**src/rtl/mips_debug_ctrl.sv**
```systemverilog
// Purpose : host-byte-stream loader and run/step sequencer for the MIPS pipeline.
// Latency : program word written 1 cycle after its 4th byte; report bytes start 1 cycle after entering REPORT.
// Backpress: tx byte held stable while valid & ~ready; rx has no backpressure, bytes outside IDLE/LOAD are dropped.
//
// Ports:
//   i_clk, i_rst                 clock, async active-low reset
//   i_rx_data/i_rx_valid         host command/data bytes (one-cycle strobe)
//   o_tx_data/o_tx_valid/i_tx_ready  report bytes to host, valid/ready handshake
//   o_prog_we/o_prog_addr/o_prog_data  program memory write port
//   o_cpu_en                     pipeline enable (RUN and STEP only)
//   i_halt, i_pc                 CPU halt level and program counter
//   o_cycle_count                saturating count of enabled cycles
//   o_busy                       controller not in IDLE
module mips_debug_ctrl #(
    parameter int LEN               = 32,
    parameter int NB_ADDRESS        = 16,
    parameter int RAM_DEPTH_PROGRAM = 16,
    parameter int NB_BYTE           = 8
) (
    input  logic                  i_clk,
    input  logic                  i_rst,
    input  logic [NB_BYTE-1:0]    i_rx_data,
    input  logic                  i_rx_valid,
    output logic [NB_BYTE-1:0]    o_tx_data,
    output logic                  o_tx_valid,
    input  logic                  i_tx_ready,
    output logic                  o_prog_we,
    output logic [NB_ADDRESS-1:0] o_prog_addr,
    output logic [LEN-1:0]        o_prog_data,
    output logic                  o_cpu_en,
    input  logic                  i_halt,
    input  logic [LEN-1:0]        i_pc,
    output logic [LEN-1:0]        o_cycle_count,
    output logic                  o_busy
);

    localparam logic [NB_BYTE-1:0] CMD_LOAD = NB_BYTE'(8'h4C);
    localparam logic [NB_BYTE-1:0] CMD_CONT = NB_BYTE'(8'h43);
    localparam logic [NB_BYTE-1:0] CMD_STEP = NB_BYTE'(8'h53);
    localparam logic [NB_BYTE-1:0] BYTE_ERR = NB_BYTE'(8'hEE);
    localparam logic [NB_BYTE-1:0] MAX_LEN  = NB_BYTE'(RAM_DEPTH_PROGRAM);
    localparam int REP_BYTES = (2 * LEN) / NB_BYTE;
    localparam int REP_W     = $clog2(REP_BYTES + 1);

    typedef enum logic [2:0] {
        ST_IDLE,
        ST_LOAD_LEN,
        ST_LOAD_DATA,
        ST_RUN,
        ST_STEP,
        ST_REPORT
    } state_t;

    state_t state, state_nxt;

    logic [NB_ADDRESS-1:0] load_len;
    logic [NB_ADDRESS-1:0] word_cnt;
    logic [1:0]            byte_cnt;
    logic [LEN-1:0]        asm_word;
    logic [2*LEN-1:0]      rep_shift;    // outgoing bytes, MSB byte is on the wire
    logic [REP_W-1:0]      rep_left;     // bytes still to hand off
    logic                  rep_armed;    // snapshot taken for this REPORT visit
    logic                  rep_single;   // one-byte ack/error report
    logic [NB_BYTE-1:0]    rep_byte;
    logic                  tx_vld;

    logic len_ok, last_byte, tx_fire, rep_done, load_done;

    assign len_ok    = (i_rx_data != '0) && (i_rx_data <= MAX_LEN);
    assign last_byte = (byte_cnt == 2'd3) && (word_cnt == load_len - NB_ADDRESS'(1));
    assign tx_fire   = tx_vld && i_tx_ready;
    assign rep_done  = rep_armed && tx_fire && (rep_left == REP_W'(1));
    assign load_done = (state == ST_LOAD_DATA) && i_rx_valid && last_byte;

    assign o_tx_valid = tx_vld;
    assign o_tx_data  = rep_shift[2*LEN-1 -: NB_BYTE];
    assign o_busy     = (state != ST_IDLE);

    always_ff @(posedge i_clk or negedge i_rst) begin
        if (!i_rst) begin
            state <= ST_IDLE;
        end else begin
            state <= state_nxt;
        end
    end

    always_comb begin
        state_nxt = state;
        o_cpu_en  = 1'b0;
        case (state)
            ST_IDLE: begin
                if (i_rx_valid) begin
                    if (i_rx_data == CMD_LOAD) begin
                        state_nxt = ST_LOAD_LEN;
                    end else if (i_rx_data == CMD_CONT) begin
                        state_nxt = i_halt ? ST_REPORT : ST_RUN;
                    end else if (i_rx_data == CMD_STEP) begin
                        state_nxt = i_halt ? ST_REPORT : ST_STEP;
                    end
                end
            end
            ST_LOAD_LEN: begin
                if (i_rx_valid) begin
                    state_nxt = len_ok ? ST_LOAD_DATA : ST_REPORT;
                end
            end
            ST_LOAD_DATA: begin
                if (load_done) begin
                    state_nxt = ST_REPORT;
                end
            end
            ST_RUN: begin
                // Halt gates the enable in the same cycle it is seen.
                o_cpu_en = ~i_halt;
                if (i_halt) begin
                    state_nxt = ST_REPORT;
                end
            end
            ST_STEP: begin
                o_cpu_en  = 1'b1;
                state_nxt = ST_REPORT;
            end
            ST_REPORT: begin
                if (rep_done) begin
                    state_nxt = ST_IDLE;
                end
            end
            default: state_nxt = ST_IDLE;
        endcase
    end

    always_ff @(posedge i_clk or negedge i_rst) begin
        if (!i_rst) begin
            load_len      <= '0;
            word_cnt      <= '0;
            byte_cnt      <= '0;
            asm_word      <= '0;
            rep_shift     <= '0;
            rep_left      <= '0;
            rep_armed     <= 1'b0;
            rep_single    <= 1'b0;
            rep_byte      <= '0;
            tx_vld        <= 1'b0;
            o_prog_we     <= 1'b0;
            o_prog_addr   <= '0;
            o_prog_data   <= '0;
            o_cycle_count <= '0;
        end else begin
            o_prog_we <= 1'b0;
            case (state)
                ST_IDLE: begin
                    if (i_rx_valid && (i_rx_data == CMD_CONT || i_rx_data == CMD_STEP)) begin
                        rep_single <= 1'b0;
                    end
                end
                ST_LOAD_LEN: begin
                    if (i_rx_valid) begin
                        if (len_ok) begin
                            load_len <= NB_ADDRESS'(i_rx_data);
                            word_cnt <= '0;
                            byte_cnt <= '0;
                        end else begin
                            rep_single <= 1'b1;
                            rep_byte   <= BYTE_ERR;
                        end
                    end
                end
                ST_LOAD_DATA: begin
                    if (i_rx_valid) begin
                        asm_word <= {asm_word[LEN-NB_BYTE-1:0], i_rx_data};
                        byte_cnt <= byte_cnt + 2'd1;
                        if (byte_cnt == 2'd3) begin
                            o_prog_we   <= 1'b1;
                            o_prog_addr <= word_cnt;
                            o_prog_data <= {asm_word[LEN-NB_BYTE-1:0], i_rx_data};
                            word_cnt    <= word_cnt + NB_ADDRESS'(1);
                        end
                        if (last_byte) begin
                            rep_single <= 1'b1;
                            rep_byte   <= CMD_LOAD;
                        end
                    end
                end
                ST_REPORT: begin
                    if (!rep_armed) begin
                        // CPU is stopped here, so i_pc and the counter are settled.
                        rep_armed <= 1'b1;
                        tx_vld    <= 1'b1;
                        if (rep_single) begin
                            rep_shift <= {rep_byte, {(2*LEN-NB_BYTE){1'b0}}};
                            rep_left  <= REP_W'(1);
                        end else begin
                            rep_shift <= {i_pc, o_cycle_count};
                            rep_left  <= REP_W'(REP_BYTES);
                        end
                    end else if (tx_fire) begin
                        rep_shift <= {rep_shift[2*LEN-NB_BYTE-1:0], {NB_BYTE{1'b0}}};
                        rep_left  <= rep_left - REP_W'(1);
                        if (rep_left == REP_W'(1)) begin
                            tx_vld    <= 1'b0;
                            rep_armed <= 1'b0;
                        end
                    end
                end
                default: ;
            endcase

            if (load_done) begin
                o_cycle_count <= '0;
            end else if (o_cpu_en && (o_cycle_count != '1)) begin
                o_cycle_count <= o_cycle_count + LEN'(1);
            end
        end
    end

endmodule

```
**config.mk**
```make
export PLATFORM = sky130hd
export DESIGN_NAME = mips_debug_ctrl
export DESIGN_NICKNAME = d
export VERILOG_FILES = /design/src/rtl/mips_debug_ctrl.sv
export SDC_FILE = /design/constraint.sdc
export NUM_CORES = 1
export LEC_CHECK = 0
export BUFFER_PORTS_ARGS = -buffer_cell sky130_fd_sc_hd__buf_4
export CAP_MARGIN = 25
export CORE_MARGIN = 10
export CORE_UTILIZATION = 52
export CTS_CLUSTER_DIAMETER = 60
export DETAILED_ROUTE_END_ITERATION = 6
export GPL_ROUTABILITY_DRIVEN = 0
export GPL_TIMING_DRIVEN = 0
export PLACE_DENSITY = 0.78
export RECOVER_POWER = 25
export SKIP_CTS_REPAIR_TIMING = 1
export SLEW_MARGIN = 20
export SYNTH_ARGS = -nofsm -noshare
export SYNTH_HDL_FRONTEND = slang
export SYNTH_SLANG_ARGS = --single-unit
```
**constraint.sdc**
```tcl
create_clock -name i_clk -period 2.85 [get_ports i_clk]
set_input_delay 0.285 -clock i_clk [delete_from_list [all_inputs] [get_ports i_clk]]
set_output_delay 0.285 -clock i_clk [all_outputs]
set_load 0.03 [all_outputs]
```
---- Word-level counts from Yosys, hierarchy flattened ----
Cells that the tools add are included.
word-level totals
  input bits .............................. 45
  output and inout bits ................... 92
  bits in registers ....................... 213
  logic and storage cells ................. 124
operators by class
  magnitude comparators ................... 1
  bitwise operators ....................... 1
  reductions and logical operators ........ 26
  add/subtract/negate cells ............... 5
  equality and inequality tests ........... 26
  muxes and demuxes ....................... 50
operators by type and width
  kind                                                                    number
  64-bit two-way mux                                                      3
  16-bit two-way mux                                                      4
  32-bit two-way mux                                                      2
  32-bit by 1-bit adder with 32-bit output (second input constant)        1
  8-bit two-way mux                                                       4
  32-bit inequality test (second input constant)                          1
  16-bit case mux with 2 select lines                                     1
  3-bit two-way mux                                                       10
  8-bit by 7-bit == test with 1-bit output (second input constant)        3
  2-bit inequality test (second input constant)                           11
  3-bit case mux with 6 select lines                                      1
  16-bit by 1-bit adder with 16-bit output (second input constant)        1
  16-bit == test                                                          1
  8-bit case mux with 2 select lines                                      1
  1-bit two-way mux                                                       15
  4-bit two-way mux                                                       3
  6-bit AND reduction                                                     2
  5-bit AND reduction                                                     2
  1-bit logical AND                                                       9
  3-bit AND reduction                                                     3
  8-bit by 1-bit subtractor with 9-bit output (second input constant)     1
  8-bit by 5-bit <= comparator with 1-bit output (second input constant)  1
  8-bit nonzero test                                                      1
  3-bit by 2-bit == test with 1-bit output (second input constant)        2
  19 further kinds                                                        26

---- Longest topological paths before layout ----
Gate-level depths: netlist of the first run.
  depth in word-level cells ............... 6
  mapped depth ............................ 11
  depth with buffers taken out ............ 8

---- Worst setup path before layout of the first run ----
OpenSTA, ideal clock, no wires.
  kind .................................... flip-flop to flip-flop
  start point ............................. reg o_cycle_count[0]
  end point ............................... reg o_cycle_count[10]
  stages on the path, launching flop included .. 9
  arrival time ............................ 2.393 ns
  data required time ...................... 2.731 ns
  library setup time ...................... 0.119 ns
  buffers on the path ..................... 1
  path slack .............................. 0.338 ns
  cell sequence ........................... dfrtp_1 ha_1 nand2_1 or4_1 o41a_1 clkbuf_1 and3_1 xnor2_1 nor2_1
on the way
  word-level cells in the longest chain between the ends .. 3
RTL lines
  item                                                                                RTL line  RTL
  start: declaration                                                                  33        output logic [LEN-1:0] o_cycle_count,
  start signal: assignment                                                            211       o_cycle_count <= o_cycle_count + LEN'(1);
  32-bit by 1-bit adder with 32-bit output or 32-bit inequality test (tied branches)  211, 210
  32-bit two-way mux or 1-bit logical AND (tied branches)                             210       end else if (o_cpu_en && (o_cycle_count != '1)) begin
  32-bit two-way mux or 2-bit nonzero test (tied branches)                            -
Several ways; a longest one is shown, not always the timed one. The select of a mux whose other input is x is not followed.
A chain may end at the register's enable or synchronous reset.

---- Worst setup path in the final report of the first run ----
  start point ............................. reg load_len[0]
  end point ............................... reg o_cycle_count[19]
on the way
  word-level cells in the longest chain between the ends .. 5
RTL lines
  item                                                      RTL line  RTL
  start: declaration                                        56        logic [NB_ADDRESS-1:0] load_len;
  start signal: assignment                                  159       load_len <= NB_ADDRESS'(i_rx_data);
  8-bit by 1-bit subtractor with 9-bit output (*)           70        assign last_byte = (byte_cnt == 2'd3) && (word_cnt == load_len - NB_ADDRESS'(1));
  16-bit == test (*)                                        70
  1-bit logical AND (*)                                     70
  1-bit logical AND (*)                                     73        assign load_done = (state == ST_LOAD_DATA) && i_rx_valid && last_byte;
  32-bit two-way mux or 2-bit nonzero test (tied branches)  -
Every way passes the cells marked *; elsewhere a longest branch is shown, timed or not.

==> key figures, run 1 <==
Run status
  – Status: complete, but fails checks
  – Failing checks: max-capacitance violations, max-slew violations

Critical path
  – Critical Path, Cell by Cell: inv_1 > ha_1 > or4b_1 > clkbuf_1 > o211a_1 > nor4_4 > and4_1 > buf_4 > buf_4 > nor2_1
  – Startpoint Class: flip-flop
  – Worst-path maximum fanout: 10
  – CP most frequent cell: buf_4
  – Crit. End Element: flip-flop
  – CP Data Arrival Time: ~3.1 ns
  – Critical path class: reg -> reg
  – CP max stage cell: or4b_1
  – Required @ worst endpoint: approximately 3.2 ns
  – Crit-path max cell delay: around 0.45 ns

Drt
  – Drt first pass iters: 5
  – Top layer in use: met4
  – Total number of vias: 7340
  – Remaining routing DRC violations: 0
  – Wl on met1: ~10 mm
  – Met2 wire length: roughly 11 mm
  – Wire length per cell: 18.3 µm
  – 1st-iter DRT viols: about 380
  – Met3 WL post-DR: roughly 1.9 mm
  – WL final: between 20 and 25 mm
  – Number of nets still failing antenna checks after routing: 0
  – Routed vias/inst: about 5.7

Yosys
  – Top cells by count, synth: dfrtp_1 (207), nor2_1 (177), mux2_2 (76)
  – Mapped Cells: between 800 and 900
  – Ranking of synthesized cells by area: dfrtp_1 (54%), mux2_2 (9.0%), nor2_1 (7.0%)
  – Synth unique cells: 57
  – Asr flop ratio synth: 100%
  – Yosys warning count: 0
  – Post-synthesis register bit count: approximately 210
  – Syn avg cell area: 10.7 µm²
  – Post-synth EDFFs: 0
  – Area leader, netlist: dfrtp_1
  – Post-synthesis net count: roughly 940
  – Primary FF master, synth: dfrtp_1
  – Synth top area share: 54.4%
  – Synthesized cell area: between 0.009 and 0.01 mm²
  – Sequential fraction of the synthesis area: around 54%
  – Most common cell in the netlist: dfrtp_1

GRT
  – GR Overflow Total: 0
  – Largest net degree at the start of global routing: 98
  – Gr usage total: ~20%
  – Number of global-route vias before repair: roughly 7700
  – Initial antenna violation count: 0
  – First-pass GRT wire length: about 40 mm

Timing
  – Final WS setup: about 0.15 ns
  – Final-report hold violation count: 0
  – Layout Skew: around 0.010 ns
  – Worst-margin pin slew: roughly 1.7 ns
  – Setup violators final: 0
  – Fmax: roughly 0.37 GHz
  – Crit share post-route: 94.6%
  – Pins Over Slew Limit: 68
  – Fin crit period: approximately 2.7 ns
  – Relative slew slack: -15.3%
  – Unrepaired setup endpoints after global routing: no

Clock tree
  – # H-tree levels: 1
  – Max Buffers Root-to-Sink: 3
  – CTS clk-pin slew, worst paths: 0.06 ns
  – Clock Tree Root: clkbuf_16
  – TritonCTS clock tree: yes
  – Cts bufs inserted: 23
  – Clk_lat worst skew: between 0.5 and 0.6 ns
  – Clock sink count: 207

Die
  – DIE HEIGHT: ~160 µm
  – Ports: 137
  – Core box area: ~0.018 mm²
  – Chip Width: ~160 µm
  – Initial Utilization: ~53%
  – Site Rows: between 40 and 50
  – Die area: 0.0241 mm²

Finish
  – Area Overhead vs Synth: 21.8%
  – Fin nets: 1102
  – ANT cells: 0
  – Layout cell share with drive strength beyond 1: approximately a quarter
  – Final Cell Area: 0.0116 mm²

Power and ir drop
  – Leakage: 5.32 nW
  – Power density over cell area: 917 mW/mm²
  – Max IR drop VDD: roughly 650 µV

Flow run
  – Max_cap viols: 1

Placement
  – Hpwl dp: 17.1 mm
  – Post-place setup slack: -0.0209 ns
  – Post-DP Area: 0.0109 mm²
  – PortBufs: between 100 and 150

Hold path
  – Worst Hold Class: in -> reg
## worst max-delay path, delay by kind of cell, from the launching register on
family | cells | cell delay (ns)
simple gates | 4 | 1.03
fa+ha+maj | 1 | 0.21
compound gates | 1 | 0.27
flops | 1 | 0.41
buf+inv | 4 | 0.66
## metal layers
metal | vias to the layer above | track usage [%]
li1 | 3456 | -
met1 | 3611 | 24.8
met2 | 233 | 32.5
met3 | 40 | 5.10
met4 | 0 | 4.37
met5 | - | 0
## area by class of cell
class | count | area [µm²]
Buffer | 59 | 283
Inverter | 13 | 48.8
Tap cell | 229 | 287
Clock inverter | 8 | 119
Multi-Input combinational cell | 609 | 4030
Sequential cell | 207 | 5180
Clock buffer | 31 | 636
Timing Repair Buffer | 138 | 1000
Fill cell | 1437 | 6370
## placed cells by master, fill, tap and decap left out, types with 8 or more instances in the layout
| cell | n |
|---|---|
| inv_1 | 12 |
| clkbuf_1 | 62 |
| nand4_1 | 15 |
| xnor2_1 | 36 |
| a21oi_1 | 16 |
| dfrtp_1 | 207 |
| nor3_1 | 16 |
| a221oi_1 | 50 |
| buf_4 | 131 |
| clkbuf_16 | 23 |
| o21ai_0 | 20 |
| nor2_1 | 177 |
| nand2_1 | 49 |
| xor2_1 | 21 |
| mux2_2 | 76 |
| nand3_1 | 34 |
| and3_1 | 8 |
## cell families after synthesis
group,after synthesis,share of synthesized area [%]
compound gates,112,9.18
flops,207,54.4
fa+ha+maj,6,0.789
mux,83,9.77
xor+xnor,57,5.25
simple gates,351,17.2
buf+inv,72,3.42
## sequential cells by signal, indices dropped and copies added, names as in the netlist, 2 cells and up
name,count
o_cycle_count,32
load_len,8
asm_word,24
o_prog_addr,16
byte_cnt,2
rep_byte,2
o_prog_data,32
state,3
rep_shift,64
word_cnt,16
rep_left,4
## per-stage QoR
step	setup TNS [ns]	hold slack, ns	cells	utilization (%)	power, W
floorplan	0	-0.0106	888	-	0.00657
global placement	0	0.455	1252	60.2	0.00759
detailed placement	-0.177	0.193	1254	60.6	0.00772
CTS	-0.594	-0.333	1293	64.8	0.0107
global route	0	0.0414	1294	64.5	0.0113
finish	0	0.0518	1294	64.5	0.0106
## path summary, 6_finish.rpt
path,from,to,slack (ns),cells after the start
max in group asynchronous,i_rst,word_cnt[8],0.46,4
max reg2reg,load_len[0],o_cycle_count[19],0.15,10
max,load_len[0],o_cycle_count[19],0.15,10
min,i_pc[8],rep_shift[40],0.05,3
min in group asynchronous,i_rst,rep_shift[34],0.25,2
min reg2reg,rep_shift[7],rep_shift[7],0.47,2
## power breakdown
group	total [W]	internal, W	switching, W
Combinational	0.00319	0.00139	0.00180
Clock	0.00297	0.00183	0.00114
Sequential	0.00447	0.00384	0.000631
Total	0.0106	0.00705	0.00357
Power figures use the tool's default switching activity.
==> run 2: changes to the inputs <==
Settings changed: CORE_ASPECT_RATIO from default to 0.7, CORE_MARGIN 10 to 2.
==> run 2 against run 1 <==
Compared with the run above: the flow now finishes without violations; global-route usage is 4.4 points higher; highest routed layer unchanged; first-iteration DRC count is 120% higher; largest cell class unchanged; critical path depth stayed put; largest power group unchanged.
==> key figures, run 2 (synthesis gave the netlist of run 1 again) <==
Clock tree
  – TritonCTS clock tree: yes (unchanged)
  – CTS clk-pin slew, worst paths: 0.07 ns (was 0.06 ns)
  – Cts bufs inserted: 20 (was 23)
  – # H-tree levels: 1 (unchanged)
  – Clk_lat worst skew: 0.50 ns (was 0.51 ns)
  – Clock sink count: 207 (unchanged)
  – Clock Tree Root: clkbuf_16 (unchanged)
  – Max Buffers Root-to-Sink: 3 (unchanged)

Finish
  – Register bank with the most flops: rep_shift (unchanged)
  – Fin nets: 1099 (was 1102)
  – ANT cells: 0 (unchanged)
  – Biggest regs: rep_shift (64), o_cycle_count (32), o_prog_data (32) (unchanged)
  – Area Overhead vs Synth: 22.0% (was 21.8%)
  – Layout cell share with drive strength beyond 1: 26.5% (was 24.9%)
  – FILL cells: 1472 (was 1437)
  – Commonest cells after routing, fill and taps aside: dfrtp_1 (207), nor2_1 (177), buf_4 (145), mux2_2 (76), a221oi_1 (50) (was dfrtp_1 (207), nor2_1 (177), buf_4 (131), mux2_2 (76), clkbuf_1 (62))
  – Commonest non-fill, non-tap cell in the layout: dfrtp_1 (unchanged)
  – Max FFs per register: 64 (unchanged)

Die
  – Ports: 137 (unchanged)
  – Core box area: 0.0180 mm² (about the same)
  – Initial Utilization: 53.0% (about the same)
  – Die area: 0.0194 mm² (was 0.0241 mm²)
  – Site Rows: 41 (was 49)
  – Chip Width: 166 µm (was 155 µm)
  – DIE HEIGHT: 117 µm (was 155 µm)

Critical path
  – CP Data Arrival Time: 3.08 ns (about the same)
  – Reg2reg path depth: 10 (unchanged)
  – Critical path class: reg -> reg (unchanged)
  – Startpoint Class: flip-flop (unchanged)
  – Required @ worst endpoint: 3.23 ns (was 3.24 ns)
  – CP startpoint: load_len[0] (unchanged)
  – Reg-to-reg critical path startpoint: load_len[0] (unchanged)
  – Crit. End Element: flip-flop (unchanged)
  – Worst-path maximum fanout: 10 (unchanged)

Timing
  – Unrepaired setup endpoints after global routing: no (unchanged)
  – Layout Skew: 0.0154 ns (was 0.0101 ns)
  – Relative slew slack: 14.5% (was -15.3%)
  – Pins Over Slew Limit: 0 (was 68)
  – Fin crit period: 2.71 ns (was 2.70 ns)
  – Fmax: 0.370 GHz (was 0.371 GHz)
  – Final-report hold violation count: 0 (unchanged)
  – Setup violators final: 0 (unchanged)
  – Crit share post-route: 94.9% (was 94.6%)
  – Worst-margin pin slew: 1.28 ns (was 1.73 ns)
  – Setup TNS: 0 ns (unchanged)

Drt
  – Total number of vias: 7413 (was 7340)
  – 1st-iter DRT viols: 861 (was 384)
  – Drt first pass iters: 5 (unchanged)
  – Wl on met1: 11.1 mm (was 10.1 mm)
  – Met3 WL post-DR: 1.66 mm (was 1.85 mm)
  – Routed vias/inst: 5.71 (was 5.67)
  – Top layer in use: met4 (unchanged)
  – Remaining routing DRC violations: 0 (unchanged)
  – Wire length per cell: 17.7 µm (was 18.3 µm)
  – Met2 wire length: 9.79 mm (was 11.3 mm)
  – Number of nets still failing antenna checks after routing: 0 (unchanged)
  – WL final: 23.0 mm (was 23.7 mm)

GRT
  – Gr usage total: 23.9% (was 19.5%)
  – Largest net degree at the start of global routing: 84 (was 98)
  – First-pass GRT wire length: 37.5 mm (was 39.5 mm)
  – GR Overflow Total: 0 (unchanged)
  – Number of global-route vias before repair: 7061 (was 7674)
  – Initial antenna violation count: 0 (unchanged)

Power and ir drop
  – Sequential power share: 42.8% (was 42.1%)
  – Leakage: 5.35 nW (was 5.32 nW)
  – Combinational share of power: 31.0% (was 30.0%)
  – Power density over cell area: 899 mW/mm² (was 917 mW/mm²)
  – Switch Pwr: 0.00357 W (about the same)
  – Clock power share: 26.2% (was 27.9%)
  – Max IR drop VDD: 768 µV (was 648 µV)
  – P_int: 0.00687 W (was 0.00705 W)
  – Total Power: 0.0104 W (was 0.0106 W)
  – Switching portion of total power: 34.2% (was 33.6%)

Run status
  – Status: finished clean (was complete, but fails checks)

Hold path
  – Hold Path Stages: 3 (unchanged)
  – Worst Hold Class: in -> reg (unchanged)
  – Hold path startpoint: i_pc[3] (was i_pc[8])

Placement
  – Hpwl dp: 16.2 mm (was 17.1 mm)
  – PortBufs: 135 (unchanged)

Flow run
  – Max_cap viols: 0 (was 1)
==> run 2: cell type report <==
| cell class | count | area (µm²) | share of cell area, % |
|---|---|---|---|
| Buffer | 59 | 290 | 2.50 |
| Clock buffer | 29 | 586 | 5.04 |
| Clock inverter | 7 | 90.1 | 0.776 |
| Inverter | 13 | 48.8 | 0.420 |
| Multi-Input combinational cell | 609 | 4050 | 34.9 |
| Sequential cell | 207 | 5180 | 44.6 |
| Tap cell | 236 | 295 | 2.54 |
| Timing Repair Buffer | 138 | 1080 | 9.27 |
==> run 2: critical path: stages (launching register included) <==
cell	delay [ns]
dfrtp_1	0.42
inv_1	0.10
ha_1	0.22
or4b_1	0.44
clkbuf_1	0.18
o211a_1	0.28
nor4_4	0.29
and4_1	0.22
buf_4	0.20
buf_6	0.17
nor2_1	0.06
==> run 2: power groups by stage <==
stage	sequential [W]	combinational (W)	clock, W
floorplan	0.00474	0.00183	0
global placement	0.00447	0.00309	0
detailed placement	0.00451	0.00321	0
CTS	0.00446	0.00323	0.00278
global route	0.00458	0.00353	0.00289
finish	0.00447	0.00323	0.00274
==> run 2: final timing paths <==
path                                          end  slack [ns]
worst max-delay path            o_cycle_count[18]        0.14
worst min-delay path                rep_shift[35]        0.04
worst max register to register  o_cycle_count[18]        0.14
worst min register to register       rep_shift[0]        0.47
max in group asynchronous           rep_shift[30]        0.83
min in group asynchronous             asm_word[2]        0.62
==> run 2: metal layers <==
metal | global-route usage (%) | vias up
li1 | - | 3454
met1 | 37.5 | 3642
met2 | 34.9 | 282
met3 | 3.83 | 35
met4 | 5.62 | 0
met5 | 0 | -
==> run 2: stage by stage <==
step / instance area [µm²] / hold WS (ns) / setup WS (ns) / std cells / utilization, %
after floorplan: 9520 / -0.0106 / 0.338 / 888 / -
after global placement: 10800 / 0.458 / 0.0222 / 1259 / 60.3
after detailed placement: 10900 / 0.224 / -0.0396 / 1261 / 60.6
after CTS: 11600 / -0.303 / -0.0980 / 1297 / 64.4
after global routing: 11600 / 0.0461 / 0.0100 / 1298 / 64.7
final: 11600 / 0.0415 / 0.145 / 1298 / 64.7
==> run 3: changes to the inputs <==
Settings changed: REMOVE_ABC_BUFFERS from default to 1.
==> run 3 against run 2 <==
Compared with the run above: sequential cell count unchanged; via count shrank 2.4%; worst setup slack got worse by 0.019 ns; critical path depth is 3 lower; highest routed layer unchanged; final cell count fell by 3.8%; sequential power increased by 2%; sequential share of layout area is 0.38 points higher; clock power is essentially flat; clock-buffer cell count shrank 2; largest cell class unchanged; non-clock buffer count down 50.
==> key figures, run 3 (synthesis gave the netlist of run 1 again) <==
Clock tree
  – Cts bufs inserted: 21 (was 20)
  – Clock sink count: 207 (unchanged)
  – TritonCTS clock tree: yes (unchanged)
  – CTS clk-pin slew, worst paths: 0.06 ns (was 0.07 ns)
  – Max Buffers Root-to-Sink: 3 (unchanged)
  – Clk_lat worst skew: 0.50 ns (about the same)
  – Clock Tree Root: clkbuf_16 (unchanged)
  – # H-tree levels: 1 (unchanged)

Finish
  – FILL cells: 1440 (was 1472)
  – Register bank with the most flops: rep_shift (unchanged)
  – Commonest cells after routing, fill and taps aside: dfrtp_1 (206), nor2_1 (176), buf_4 (138), mux2_2 (76), a221oi_1 (50) (was dfrtp_1 (207), nor2_1 (177), buf_4 (145), mux2_2 (76), a221oi_1 (50))
  – ANT cells: 0 (unchanged)
  – Commonest non-fill, non-tap cell in the layout: dfrtp_1 (unchanged)
  – Biggest regs: rep_shift (64), o_cycle_count (32), o_prog_data (32) (unchanged)
  – Fin nets: 1053 (was 1099)
  – Max FFs per register: 64 (unchanged)
  – Area Overhead vs Synth: 21.1% (was 22.0%)
  – Layout cell share with drive strength beyond 1: 27.8% (was 26.5%)

Hold path
  – Hold path startpoint: i_pc[5] (was i_pc[3])
  – Min-Delay Endpoint: rep_shift[37] (was rep_shift[35])
  – Hold Path Stages: 3 (unchanged)
  – Worst Hold Class: in -> reg (unchanged)

Placement
  – Hpwl dp: 15.2 mm (was 16.2 mm)
  – Post-place setup slack: -0.763 ns (was -0.0396 ns)
  – PortBufs: 136 (was 135)

Power and ir drop
  – Max IR drop VDD: 591 µV (was 768 µV)
  – Power density over cell area: 899 mW/mm² (about the same)
  – Leakage: 5.31 nW (was 5.35 nW)
  – Total Power: 0.0104 W (about the same)

Critical path
  – CP Buf/Inv Count: 1 (was 4)
  – Critical path class: reg -> reg (unchanged)
  – Reg-to-reg critical path startpoint: load_len[0] (unchanged)
  – Critical register-to-register path endpoint: rep_byte[6] (was o_cycle_count[18])
  – Crit. End Element: flip-flop (unchanged)
  – Worst-path maximum fanout: 18 (was 10)
  – Required @ worst endpoint: 3.27 ns (was 3.23 ns)
  – Startpoint Class: flip-flop (unchanged)
  – Family with the most delay on the worst path: simple AND/OR/NAND/NOR gates (unchanged)
  – Critical Path, Cell by Cell: inv_1 > ha_1 > or4b_4 > o211a_1 > nor4_4 > and4_4 > or3_1 (was inv_1 > ha_1 > or4b_1 > clkbuf_1 > o211a_1 > nor4_4 > and4_1 > buf_4 > buf_6 > nor2_1)
  – CP Data Arrival Time: 3.15 ns (was 3.08 ns)
  – R2r setup slk: 0.13 ns (was 0.14 ns)
  – CP max stage cell: or4b_4 (was or4b_1)
  – Crit-path max cell delay: 0.53 ns (was 0.44 ns)
  – Reg2reg path depth: 7 (was 10)

Drt
  – Total number of vias: 7236 (was 7413)
  – 1st-iter DRT viols: 681 (was 861)
  – Number of nets still failing antenna checks after routing: 0 (unchanged)
  – Remaining routing DRC violations: 0 (unchanged)
  – Routed vias/inst: 5.79 (was 5.71)
  – Drt first pass iters: 6 (was 5)
  – Wire length per cell: 18.7 µm (was 17.7 µm)
  – WL final: 23.4 mm (was 23.0 mm)

Die
  – DIE HEIGHT: 117 µm (unchanged)
  – Core box area: 0.0180 mm² (unchanged)
  – Chip Width: 166 µm (unchanged)
  – Die area: 0.0194 mm² (unchanged)
  – Ports: 137 (unchanged)
  – Initial Utilization: 53.0% (unchanged)
  – Site Rows: 41 (unchanged)

GRT
  – First-pass GRT wire length: 36.4 mm (was 37.5 mm)
  – M2 GR Usage: 36.0% (was 34.9%)
  – Met3 Usage GRT: 4.57% (was 3.83%)
  – Gr usage total: 23.2% (was 23.9%)
  – Number of global-route vias before repair: 6745 (was 7061)
  – Grt met1 use: 34.9% (was 37.5%)
  – Gr busiest metal: met2 (was met1)
  – GR Overflow Total: 0 (unchanged)
  – Initial antenna violation count: 0 (unchanged)
  – Largest net degree at the start of global routing: 85 (was 84)

Timing
  – Worst-margin pin slew: 1.42 ns (was 1.28 ns)
  – Final WS setup: 0.125 ns (was 0.145 ns)
  – Final-report hold violation count: 0 (unchanged)
  – Fin crit period: 2.72 ns (was 2.71 ns)
  – Pins Over Slew Limit: 0 (unchanged)
  – Layout Skew: 0.0138 ns (was 0.0154 ns)
  – Relative slew slack: 5.25% (was 14.5%)
  – Setup violators final: 0 (unchanged)
  – Crit share post-route: 95.6% (was 94.9%)
  – Fmax: 0.367 GHz (was 0.370 GHz)
  – Unrepaired setup endpoints after global routing: no (unchanged)

Run status
  – Status: finished clean (unchanged)

Flow run
  – Max_cap viols: 0 (unchanged)
-- run 3: cell types whose count changed in the layout (fill, tap and decap cells not counted), moves of 2 or more --
| cell | change |
|---|---|
| clkinvlp_4 | -2 |
| buf_4 | -7 |
| and4_4 | +2 |
| clkbuf_1 | -44 |
| buf_6 | -3 |
| buf_2 | -2 |
| buf_16 | +2 |
-- run 3: report_power, final --
part | total, W | switching (W) | internal, W
registers | 0.00455 | 0.000715 | 0.00384
clock network | 0.00273 | 0.00110 | 0.00163
logic | 0.00308 | 0.00172 | 0.00137
total | 0.0104 | 0.00353 | 0.00683
-- run 3: worst max path at each step --
stage,startpoint,end,slack [ns],cells past startpoint
floorplan,state[0],rep_left[0],-0.97,4
global placement,rep_armed,rep_shift[7],-3.03,3
detailed placement,state[2],o_prog_data[26],-0.76,5
CTS,state[2],o_prog_data[29],-0.81,5
global route,load_len[0],rep_byte[6],0.04,7
finish,load_len[0],rep_byte[6],0.13,7
-- run 3: layout make-up --
class	count	area [µm²]	area share, %
Tap cell	236	295	2.56
Multi-Input combinational cell	612	4130	35.8
Clock inverter	7	88.8	0.771
Sequential cell	207	5180	45.0
Clock buffer	27	588	5.10
Inverter	13	51.3	0.445
Timing Repair Buffer	147	1190	10.3
-- run 3: through the flow --
stage	instance area, µm²	instances	hold slack [ns]	utilization, %	setup TNS [ns]
2_1_floorplan	9240	829	-0.0106	-	-71.79
3_3_place_gp	10600	1201	0.453	58.8	-284.76
3_5_place_dp	10800	1208	0.232	59.9	-25.81
4_1_cts	11400	1242	-0.284	63.7	-28.47
5_1_grt	11500	1249	0.0612	64.2	0
6_report	11500	1249	0.0437	64.2	0
-- run 3: per-layer routing --
metal | share of wire [%] | vias to the layer above
li1 | - | 3374
met1 | 47 | 3596
met2 | 45 | 245
met3 | 6.9 | 21
met4 | 1.1 | 0
met5 | 0 | -
-- run 3: worst register-to-register path, stage by stage, from the launching register on --
cell and delay (ns):
dfrtp_1 0.43, inv_1 0.10, ha_1 0.22, or4b_4 0.53, o211a_1 0.28, nor4_4 0.42
and4_4 0.49, or3_1 0.17
